--- src/rtl/bcd_to_binary.sv ---
// bcd_to_binary: converts a signed 3-digit BCD value to N-bit two's complement
// by reverse double-dabble, one shift per cycle, with a one-cycle data_ready strobe.
module bcd_to_binary #(
  parameter int N = 16
) (
  input  logic         clk,
  input  logic         rst,
  input  logic         start,
  input  logic         sign,
  input  logic [3:0]   hundreds,
  input  logic [3:0]   tens,
  input  logic [3:0]   ones,
  output logic [N-1:0] binary,
  output logic         data_ready,
  output logic         busy,
  output logic         error
);
  typedef enum logic [1:0] {IDLE, SHIFT, FINISH} state_e;
  state_e state_q, state_d;
  logic [11:0] bcd_q, bcd_d, bcd_r, bcd_sh;
  logic [9:0] mag_q, mag_d;
  logic [3:0] cnt_q, cnt_d;
  logic sign_q, sign_d, inv_q, inv_d;
  logic [N-1:0] binary_q, binary_d, mag_ext;
  logic ready_q, ready_d, error_q, error_d;
  logic bad;
  assign bad = hundreds > 4'd9 || tens > 4'd9 || ones > 4'd9;
  assign mag_ext = N'(mag_q);
  assign bcd_r = {1'b0, bcd_q[11:1]};
  // A digit >= 8 after the shift received a carried-in 10 that halves to 5, not 8
  for (genvar d = 0; d < 3; d++) begin : g_adj
    assign bcd_sh[4*d+:4] = bcd_r[4*d+:4] >= 4'd8 ? bcd_r[4*d+:4] - 4'd3 : bcd_r[4*d+:4];
  end
  always_ff @(posedge clk) begin
    if (rst) begin
      state_q  <= IDLE;
      bcd_q    <= '0;
      mag_q    <= '0;
      cnt_q    <= '0;
      sign_q   <= 1'b0;
      inv_q    <= 1'b0;
      binary_q <= '0;
      ready_q  <= 1'b0;
      error_q  <= 1'b0;
    end else begin
      state_q  <= state_d;
      bcd_q    <= bcd_d;
      mag_q    <= mag_d;
      cnt_q    <= cnt_d;
      sign_q   <= sign_d;
      inv_q    <= inv_d;
      binary_q <= binary_d;
      ready_q  <= ready_d;
      error_q  <= error_d;
    end
  end
  always_comb begin
    state_d  = state_q;
    bcd_d    = bcd_q;
    mag_d    = mag_q;
    cnt_d    = cnt_q;
    sign_d   = sign_q;
    inv_d    = inv_q;
    binary_d = binary_q;
    error_d  = error_q;
    ready_d  = 1'b0;
    case (state_q)
      IDLE: if (start) begin
        state_d = bad ? FINISH : SHIFT;
        bcd_d   = {hundreds, tens, ones};
        mag_d   = '0;
        cnt_d   = '0;
        sign_d  = sign;
        inv_d   = bad;
      end
      SHIFT: begin
        bcd_d   = bcd_sh;
        mag_d   = {bcd_q[0], mag_q[9:1]};
        cnt_d   = cnt_q + 4'd1;
        state_d = cnt_q == 4'd9 ? FINISH : SHIFT;
      end
      FINISH: begin
        state_d  = IDLE;
        ready_d  = 1'b1;
        error_d  = inv_q;
        binary_d = inv_q ? '0 : sign_q ? -mag_ext : mag_ext;
      end
      default: state_d = IDLE;
    endcase
  end
  always_comb begin
    busy       = state_q != IDLE;
    binary     = binary_q;
    data_ready = ready_q;
    error      = error_q;
  end
endmodule

--- config.mk ---
export PLATFORM = sky130hd
export DESIGN_NAME = bcd_to_binary
export DESIGN_NICKNAME = d
export VERILOG_FILES = /design/src/rtl/bcd_to_binary.sv
export SDC_FILE = /design/constraint.sdc
export NUM_CORES = 1
export LEC_CHECK = 0
export BUFFER_PORTS_ARGS = -buffer_cell sky130_fd_sc_hd__buf_2
export CELL_PAD_IN_SITES_DETAIL_PLACEMENT = 0
export CELL_PAD_IN_SITES_GLOBAL_PLACEMENT = 2
export CORE_ASPECT_RATIO = 0.75
export CORE_MARGIN = 1.5
export CORE_UTILIZATION = 33
export CTS_CLUSTER_SIZE = 24
export DETAILED_ROUTE_END_ITERATION = 8
export GPL_TIMING_DRIVEN = 1
export PLACE_DENSITY_LB_ADDON = 0.1
export SYNTH_ARGS = -nofsm -noshare
export SYNTH_HDL_FRONTEND = slang
export SYNTH_SLANG_ARGS = --single-unit
--- constraint.sdc ---
create_clock -name clk -period 2 [get_ports clk]
set_clock_uncertainty 0.1 [all_clocks]
set_input_delay 0.1 -clock clk [delete_from_list [all_inputs] [get_ports clk]]
set_output_delay 0.1 -clock clk [all_outputs]
set_load 0.02 [all_outputs]
==> results of run 1 <==
[repair_timing]
| item | in CTS | in global routing |
|---|---|---|
| hold buffers | 4 | 0 |
| endpoints found under the setup margin | 0 | 0 |
| hold endpoints to repair | 4 | 0 |
[report_power, final]
group,internal (W),switching (W),leakage [nW],total [W]
Sequential,0.000987,0.0000367,0.390,0.00102
Combinational,0.000103,0.000143,0.626,0.000246
Clock,0.000442,0.000327,0.0645,0.000769
Total,0.00153,0.000507,1.08,0.00204
[path summary, 6_finish.rpt]
path                     startpoint  depth (start not counted)  slack, ns                 endpoint
min                         ones[2]                          3       0.07    bcd_q[2]$_SDFFE_PP0P_
max           mag_q[3]$_SDFFE_PP0P_                          4       0.23  binary[13]$_SDFFE_PP0P_
max reg2reg   mag_q[3]$_SDFFE_PP0P_                          4       0.23  binary[13]$_SDFFE_PP0P_
min reg2reg  binary[9]$_SDFFE_PP0P_                          2       0.35   binary[9]$_SDFFE_PP0P_
[cell usage in the layout, fill, tap and decap left out, drive strengths merged, types with 3 or more instances in the layout]
| master | n |
|---|---|
| buf | 46 |
| or2 | 3 |
| clkbuf | 7 |
| nor3 | 6 |
| nand2b | 5 |
| nor2 | 45 |
| inv | 10 |
| nand2 | 25 |
| xor2 | 3 |
| xnor2 | 7 |
| nand3 | 4 |
| a211oi | 3 |
| ha | 7 |
| dlygate4sd3 | 4 |
| a22oi | 15 |
| a311oi | 4 |
| dfxtp | 48 |
| nand3b | 6 |
| o21ai | 15 |
| a21oi | 17 |
[layer usage]
layer	global-route usage	wire (um)	up-vias
met1	0.2434	3097	887
met2	0.2215	2105	37
met5	0	0	-
met4	0.04762	46	0
met3	0.04229	265	4
li1	-	-	1018
[logic make-up after synthesis]
family / after synthesis
flops: 48
xor+xnor: 10
compound gates: 71
buf+inv: 28
mux: 2
simple gates: 102
fa+ha+maj: 7
[worst max-delay path, stage by stage (launching register included)]
cell	delay, ns
dfxtp_1	0.38
nor4_2	0.42
nand3_1	0.15
o311ai_1	0.48
a21oi_1	0.12
[metrics by stage]
stage / instances / area, sq um / hold WS (ns) / power (W)
2_1_floorplan: 268 / 2237 / 0.1387 / 0.001200
3_3_place_gp: 377 / 2519 / 0.2636 / 0.001289
3_5_place_dp: 377 / 2519 / 0.2717 / 0.001288
4_1_cts: 389 / 2685 / 0.05883 / 0.002065
5_1_grt: 389 / 2685 / 0.06345 / 0.002146
6_report: 389 / 2685 / 0.06646 / 0.002039
[registers in the layout, summed over array words and instances, names as in the netlist]
| signal | cells |
|---|---|
| error | 1 |
| sign_q | 1 |
| mag_q | 10 |
| binary | 16 |
| bcd_q | 12 |
| data_ready | 1 |
| state_q | 2 |
| cnt_q | 4 |
| inv_q | 1 |
[cell type report]
| cell class | instances | area (sq um) | share of cell area |
|---|---|---|---|
| timing repair buffer | 50 | 300.3 | 0.1118 |
| sequential | 48 | 960.9 | 0.3579 |
| tap | 81 | 101.3 | 0.03774 |
| clock inverter | 1 | 30.03 | 0.01118 |
| inverter | 10 | 37.54 | 0.01398 |
| clock buffer | 7 | 96.34 | 0.03588 |
| multi-input combinational | 192 | 1159 | 0.4315 |
[Yosys cell counts (all sizes together)]
cell	count	area (sq um)
dfxtp	48	960.9
nor4b	1	8.760
o41ai	1	8.760
mux2i	2	20.02
nor3	6	30.03
o22ai	1	6.260
clkbuf	12	45.04
a211oi	3	22.52
or4	2	18.77
nand3	4	20.02
or2	3	18.77
o211ai	2	15.01
a22oi	15	112.6
ha	7	87.58
a311oi	4	35.03
nand3b	6	45.04
a31oi	1	6.260
nor3b	2	15.01
nand2b	5	31.28
nor4	1	12.51
a2bb2oi	2	17.52
a21oi	17	85.08
o221ai	2	17.52
a221oi	2	17.52
nor2	45	168.9
xnor2	7	61.31
or3	2	12.51
a22o	2	17.52
o311ai	2	17.52
o21ai	15	75.07
buf	6	35.03
inv	10	37.54
nand2	25	93.84
o31ai	2	33.78
xor2	3	26.28
==> results.json, run 1 <==
{
  "status": "completed",
  "maxSlewHeadroom": 0.5327,
  "core_sq_mm": 0.006412,
  "cts_buffers": 5,
  "num_antenna_cells": 0,
  "finalSetupViolCount": 0,
  "drive_above_1_share": 0.1948,
  "drc_errors": 0,
  "num-nets-final": 330,
  "preCtsSetupSlack_ns": 0.2242,
  "num-fill-cells": 668,
  "die_area_sq_mm": 0.007287,
  "clk_pin_slew_ns": 0.09,
  "initial_core_util": 0.3489,
  "grt.overflow.total": 0,
  "worst_ep_required_time_ns": 2.06,
  "drt-vias-per-instance": 5.003,
  "syn_nets": 291,
  "postRouteAntennaNets": 0,
  "crit_arrival_ns": 1.84,
  "fp.dieW_um": 98.08,
  "synth_cells": 268,
  "fmax_mhz": 563.5,
  "cts_setup_buffers": 0,
  "port_buffers": 34,
  "powerDensity_mw_per_mm2": 759.4,
  "fin_crit_sh": 0.8873,
  "drt_iter0_markers": 92,
  "synth_xor_area_frac": 0.03915,
  "synth_top_family_by_area": "compound AO/OA/AOI/OAI gates",
  "cp_max_fo": 7,
  "p_leak_nw": 1.081,
  "synth.distinct_cells": 41,
  "cts_resized": 0,
  "avgRoutedWirePerCell_um": 14.18,
  "crit_path_start_kind": "flip-flop",
  "ioPinCount": 35,
  "drt_wl_total_um": 5516,
  "die_h_um": 74.31,
  "ys_ff_latch": 48,
  "fin_crit_ns": 1.775,
  "layout_setup_ws_ns": 0.2254,
  "root_buffer": "clkbuf_8",
  "grt_setup_unrepaired": "false",
  "grt_first_pass_wirelength_um": 9280,
  "gp_congestion": 0.7158,
  "critical_path_class": "flip-flop to flip-flop",
  "cts.sinks": 48,
  "clock_path_buffers": 2,
  "clk_latency_ns": 0.30,
  "hold_viol": 0,
  "dr_total_vias": 1946,
  "syn_to_final_growth_pct": 20.02,
  "cts_tree": "built",
  "grt_pass1_vias": 1766,
  "grt_max_degree": 35,
  "cp-end-kind": "flip-flop",
  "syn-mean-instance-area_sq_um": 8.348,
  "ir_drop_mv": 0.2976,
  "synth_mux_area_frac": 0.008949,
  "cts-htree-levels": 2,
  "worstMarginPinSlew_ns": 0.7010,
  "synth_compound_area_frac": 0.2181,
  "yosys.area_share.simple": 0.2125,
  "grtUsageTotal": 0.1611,
  "dpl.hpwl_um": 3933,
  "postLayoutCoreUtil": 0.4187,
  "hp-class": "input port to flip-flop",
  "final.setup.tns_ns": 0,
  "syn_area_sq_mm": 0.002237,
  "cap_violations": 0,
  "num_rows": 25,
  "synth_seq_area_share": 0.4295,
  "yosys_warnings": 0,
  "drtPass1Iterations": 4,
  "yosys.area_share.adder": 0.03915,
  "report.final.slew_viol_count": 0,
  "antenna_found_initial": 0
}
(Power assumes the default switching activity.)
==> run 2, diff against run 1 <==
- SETUP_SLACK_MARGIN: not set -> 0.3
==> run 2 against run 1 <==
Against the previous run:
- clock-buffer cell count did not move
- sequential cell count did not move
- via count barely moved
- largest power group unchanged
- non-clock buffer count did not move
==> results.json, run 2 (synthesis results as in run 1) <==
{
  "grt_setup_unrepaired": "false",
  "slowest_delay_ns": 0.58,
  "core_sq_mm": 0.006412,
  "critical_path_class": "flip-flop to flip-flop",
  "regToRegStartpoint": "mag_q[2]$_SDFFE_PP0P_",
  "ioPinCount": 35,
  "cts.sinks": 48,
  "num-nets-final": 330,
  "clk_latency_ns": 0.30,
  "cts_setup_buffers": 0,
  "ir_drop_mv": 0.2985,
  "grt.overflow.total": 0,
  "hold_viol": 0,
  "reg2reg_depth": 4,
  "finalSetupViolCount": 0,
  "crit_arrival_ns": 1.74,
  "dr_total_vias": 1947,
  "layout_common_cells": "nor2_1, dfxtp_1, buf_2, nand2_1, a21oi_1",
  "fin_crit_sh": 0.8213,
  "hold_depth": 3,
  "cp_max_fo": 3,
  "port_buffers": 34,
  "cap_violations": 0,
  "clock_path_buffers": 2,
  "path_delay_family": "simple AND/OR/NAND/NOR gates",
  "preCtsSetupSlack_ns": 0.2242,
  "fp.dieW_um": 98.08,
  "fmax_mhz": 608.8,
  "dpl.hpwl_um": 3933,
  "cp.depth": 4,
  "worstMarginPinSlew_ns": 0.6269,
  "postRouteAntennaNets": 0,
  "die_h_um": 74.31,
  "avgRoutedWirePerCell_um": 14.28,
  "drc_errors": 0,
  "status": "completed",
  "cp-end-kind": "flip-flop",
  "drt_wl_total_um": 5553,
  "num_rows": 25,
  "cts-htree-levels": 2,
  "largest_reg_flops": 16,
  "critPathSlowestCell": "or4_4",
  "r2r-end": "binary[9]$_SDFFE_PP0P_",
  "cts_tree": "built",
  "root_buffer": "clkbuf_8",
  "clk_pin_slew_ns": 0.09,
  "p_leak_nw": 1.080,
  "syn_to_final_growth_pct": 21.81,
  "worstHoldStart": "tens[2]",
  "final.setup.tns_ns": 0,
  "crit_path_start_kind": "flip-flop",
  "num_antenna_cells": 0,
  "maxSlewHeadroom": 0.5821,
  "powerDensity_mw_per_mm2": 751.1,
  "drtPass1Iterations": 4,
  "path_buf_inv": 0,
  "report.final.slew_viol_count": 0,
  "worst_ep_required_time_ns": 2.10,
  "grt_first_pass_wirelength_um": 9315,
  "grtUsageTotal": 0.1615,
  "rrSetupSlack_ns": 0.36,
  "num-fill-cells": 676,
  "antenna_found_initial": 0,
  "cts_buffers": 5,
  "gp_congestion": 0.7158,
  "die_area_sq_mm": 0.007287,
  "grt_pass1_vias": 1771,
  "drt_iter0_markers": 74,
  "drive_above_1_share": 0.2143,
  "drt-vias-per-instance": 5.005,
  "fin_crit_ns": 1.643,
  "hold_path_end": "bcd_q[6]$_SDFFE_PP0P_",
  "initial_core_util": 0.3489,
  "crit_path_cell_trace": "or4_4 > o31ai_4 > xor2_1 > o21ai_1",
  "grt_max_degree": 35,
  "hp-class": "input port to flip-flop",
  "layout_setup_ws_ns": 0.3574
}
==> run 2: cell counts in the layout (fill, tap and decap cells not counted) <==
No cell type changed its count.
==> run 2: layout make-up <==
| class | count | area, sq um | area share |
|---|---|---|---|
| flip-flops and latches | 48 | 964.7 | 0.3540 |
| multi-input cells | 192 | 1191 | 0.4371 |
| inverters | 10 | 37.54 | 0.01377 |
| repair buffers | 50 | 304.0 | 0.1116 |
| clock inverters | 1 | 30.03 | 0.01102 |
| clock buffers | 7 | 96.34 | 0.03535 |
| well taps | 81 | 101.3 | 0.03719 |
==> run 2: tightest hold or removal path, stage by stage <==
cell	delay [ns]
buf_2	0.09
o221ai_1	0.10
a21oi_1	0.13
==> run 2: worst max-delay path by stage <==
stage	end	from	slack, ns
floorplan	binary[9]$_SDFFE_PP0P_	mag_q[2]$_SDFFE_PP0P_	0.36
global placement	binary[11]$_SDFFE_PP0P_	mag_q[3]$_SDFFE_PP0P_	0.31
detailed placement	binary[13]$_SDFFE_PP0P_	mag_q[3]$_SDFFE_PP0P_	0.22
CTS	binary[13]$_SDFFE_PP0P_	mag_q[3]$_SDFFE_PP0P_	0.31
global route	binary[10]$_SDFFE_PP0P_	mag_q[6]$_SDFFE_PP0P_	0.31
finish	binary[9]$_SDFFE_PP0P_	mag_q[2]$_SDFFE_PP0P_	0.36
==> run 2: routing by layer <==
layer	vias up	global-route usage	share of wire
met5	-	0	0
met4	0	0.04762	0.012
met3	7	0.04229	0.050
met2	37	0.2215	0.38
met1	887	0.2446	0.56
li1	1016	-	-
==> run 2: stage by stage <==
step | area, sq um | total power, W | cells | utilization | hold slack (ns)
after floorplan | 2237 | 0.001200 | 268 | - | 0.1387
after global placement | 2519 | 0.001289 | 377 | 0.3928 | 0.2636
after detailed placement | 2519 | 0.001288 | 377 | 0.3928 | 0.2717
after CTS | 2700 | 0.002066 | 389 | 0.4211 | 0.05883
after global routing | 2725 | 0.002150 | 389 | 0.4250 | 0.06345
final | 2725 | 0.002047 | 389 | 0.4250 | 0.06172
==> run 2: power breakdown <==
group / switching (W) / internal, W
logic: 0.000143 / 0.000104
clock network: 0.000332 / 0.000442
registers: 0.0000381 / 0.000988
total: 0.000513 / 0.00153
==> run 2: what timing repair did <==
item,CTS,global route
endpoints found under the setup margin,4,15
endpoints found under the hold margin,4,0
hold buffers,4,0
resized for setup,2,7
==> run 3, diff against run 2 <==
- CORE_UTILIZATION: 33 -> 30
- clock period: 2 -> 1.34 ns (I/O delays scaled with it)
==> run 3 against run 2 <==
Against the previous run:
- critical path depth unchanged
- final cell count up 21%
- clock power up 17%
- total power up 60%
- the flow now finishes with violations (setup timing)
- fmax up 6.1%
==> results.json, run 3 (synthesis results as in run 1) <==
{
  "fp.dieW_um": 102.7,
  "fin_crit_ns": 1.548,
  "final.setup.tns_ns": -1.523,
  "layout_setup_ws_ns": -0.2076,
  "worstMarginPinSlew_ns": 0.2980,
  "grt_max_degree": 32,
  "layout_common_cells": "buf_4, dfxtp_1, nor2_1, buf_2, buf_6",
  "preCtsSetupSlack_ns": -0.2288,
  "violations": "setup timing",
  "drc_errors": 0,
  "drt_iter0_markers": 66,
  "gp_congestion": 0.7785,
  "hold_ws_ns": 0.007016,
  "wirelength_met1_um": 3749,
  "drt_wl_total_um": 6857,
  "clk_latency_ns": 0.30,
  "finalSetupViolCount": 14,
  "worst_ep_required_time_ns": 1.43,
  "die_h_um": 77.79,
  "drtPass1Iterations": 4,
  "hp-class": "input port to flip-flop",
  "grt.overflow.total": 0,
  "report.final.slew_viol_count": 0,
  "powerDensity_mw_per_mm2": 819.8,
  "reg2reg_depth": 4,
  "grt_first_pass_wirelength_um": 11100,
  "cts_tree": "built",
  "initial_core_util": 0.3066,
  "core_sq_mm": 0.007297,
  "fin_crit_sh": 1.155,
  "crit_arrival_ns": 1.64,
  "cp_max_fo": 4,
  "avgRoutedWirePerCell_um": 14.56,
  "hold_depth": 3,
  "syn_to_final_growth_pct": 78.64,
  "cp-end-kind": "flip-flop",
  "num_rows": 27,
  "grtUsageTotal": 0.1804,
  "hold_viol": 0,
  "drt-vias-per-instance": 4.754,
  "met2_length_um": 2864,
  "critical_path_class": "flip-flop to flip-flop",
  "wl_met3_um": 189,
  "ir_drop_mv": 0.4389,
  "drive_above_1_share": 0.6216,
  "final_common_cell": "buf_4",
  "num-nets-final": 392,
  "crit_path_start_kind": "flip-flop",
  "cts-htree-levels": 2,
  "maxSlewHeadroom": 0.7992,
  "antenna_found_initial": 0,
  "dpl.hpwl_um": 4674,
  "top_layer": "met4",
  "cap_violations": 0,
  "root_buffer": "clkbuf_8",
  "port_buffers": 34,
  "p_leak_nw": 1.581,
  "grt_pass1_vias": 2174,
  "rrSetupSlack_ns": -0.21,
  "die_area_sq_mm": 0.007990,
  "power.total_w": 0.003276,
  "fmax_mhz": 646.2,
  "clk_pin_slew_ns": 0.09,
  "cts.sinks": 48,
  "clock_path_buffers": 2,
  "dr_total_vias": 2239,
  "ioPinCount": 35,
  "status": "complete, but fails checks",
  "postRouteAntennaNets": 0,
  "grt_setup_unrepaired": "true",
  "largest_reg_flops": 16,
  "num_antenna_cells": 0,
  "cts_buffers": 5
}
run 3: cell types whose count changed in the layout (fill, tap and decap cells not counted), sizes merged:
| cell | previous run | this run |
|---|---|---|
| buf | 46 | 108 |
| bufinv | 1 | 0 |
| clkbuf | 7 | 8 |
run 3: worst max-delay path: stages, from the launching register on:
cell and delay, ns:
dfxtp_2 0.35, or4_4 0.58, o31ai_4 0.19, xor2_1 0.16, o21ai_1 0.06
run 3: area by class of cell:
type | count | area, sq um
clock buffers | 8 | 90.09
fillers | 685 | 3301
inverters | 10 | 42.54
multi-input cells | 192 | 1735
flip-flops and latches | 48 | 984.7
well taps | 101 | 126.4
repair buffers | 112 | 1017
run 3: final timing paths:
check                         start                endpoint
max           mag_q[3]$_SDFFE_PP0P_  binary[9]$_SDFFE_PP0P_
min                         ones[2]   bcd_q[2]$_SDFFE_PP0P_
max reg2reg   mag_q[3]$_SDFFE_PP0P_  binary[9]$_SDFFE_PP0P_
min reg2reg  binary[8]$_SDFFE_PP0P_  binary[8]$_SDFFE_PP0P_
run 3: power breakdown:
part | leakage, nW | internal (W) | switching (W)
registers | 0.396 | 0.00147 | 0.0000623
logic | 1.14 | 0.000451 | 0.000386
clock network | 0.0455 | 0.000422 | 0.000480
total | 1.58 | 0.00235 | 0.000928
run 3: metrics by stage:
stage / instance area, sq um / std cells / utilization
2_1_floorplan: 2492 / 268 / -
3_3_place_gp: 3057 / 435 / 0.4189
3_5_place_dp: 3057 / 435 / 0.4189
4_1_cts: 3650 / 462 / 0.5002
5_1_grt: 3996 / 471 / 0.5477
6_report: 3996 / 471 / 0.5477
run 3: timing repair:
| action | 4_1_cts | 5_1_grt |
|---|---|---|
| gates cloned | 3 | 0 |
| hold buffers | 4 | 0 |
| endpoints found under the setup margin | 48 | 49 |
| gates resized for setup | 68 | 55 |
| endpoints found under the hold margin | 4 | 0 |
| buffers inserted | 12 | 9 |
| pin swaps | 47 | 28 |
run 3: metal layers:
layer / track usage / up-vias
li1: - / 1142
met1: 0.2770 / 1071
met2: 0.2550 / 21
met3: 0.03604 / 5
met4: 0.04110 / 0
met5: 0 / -
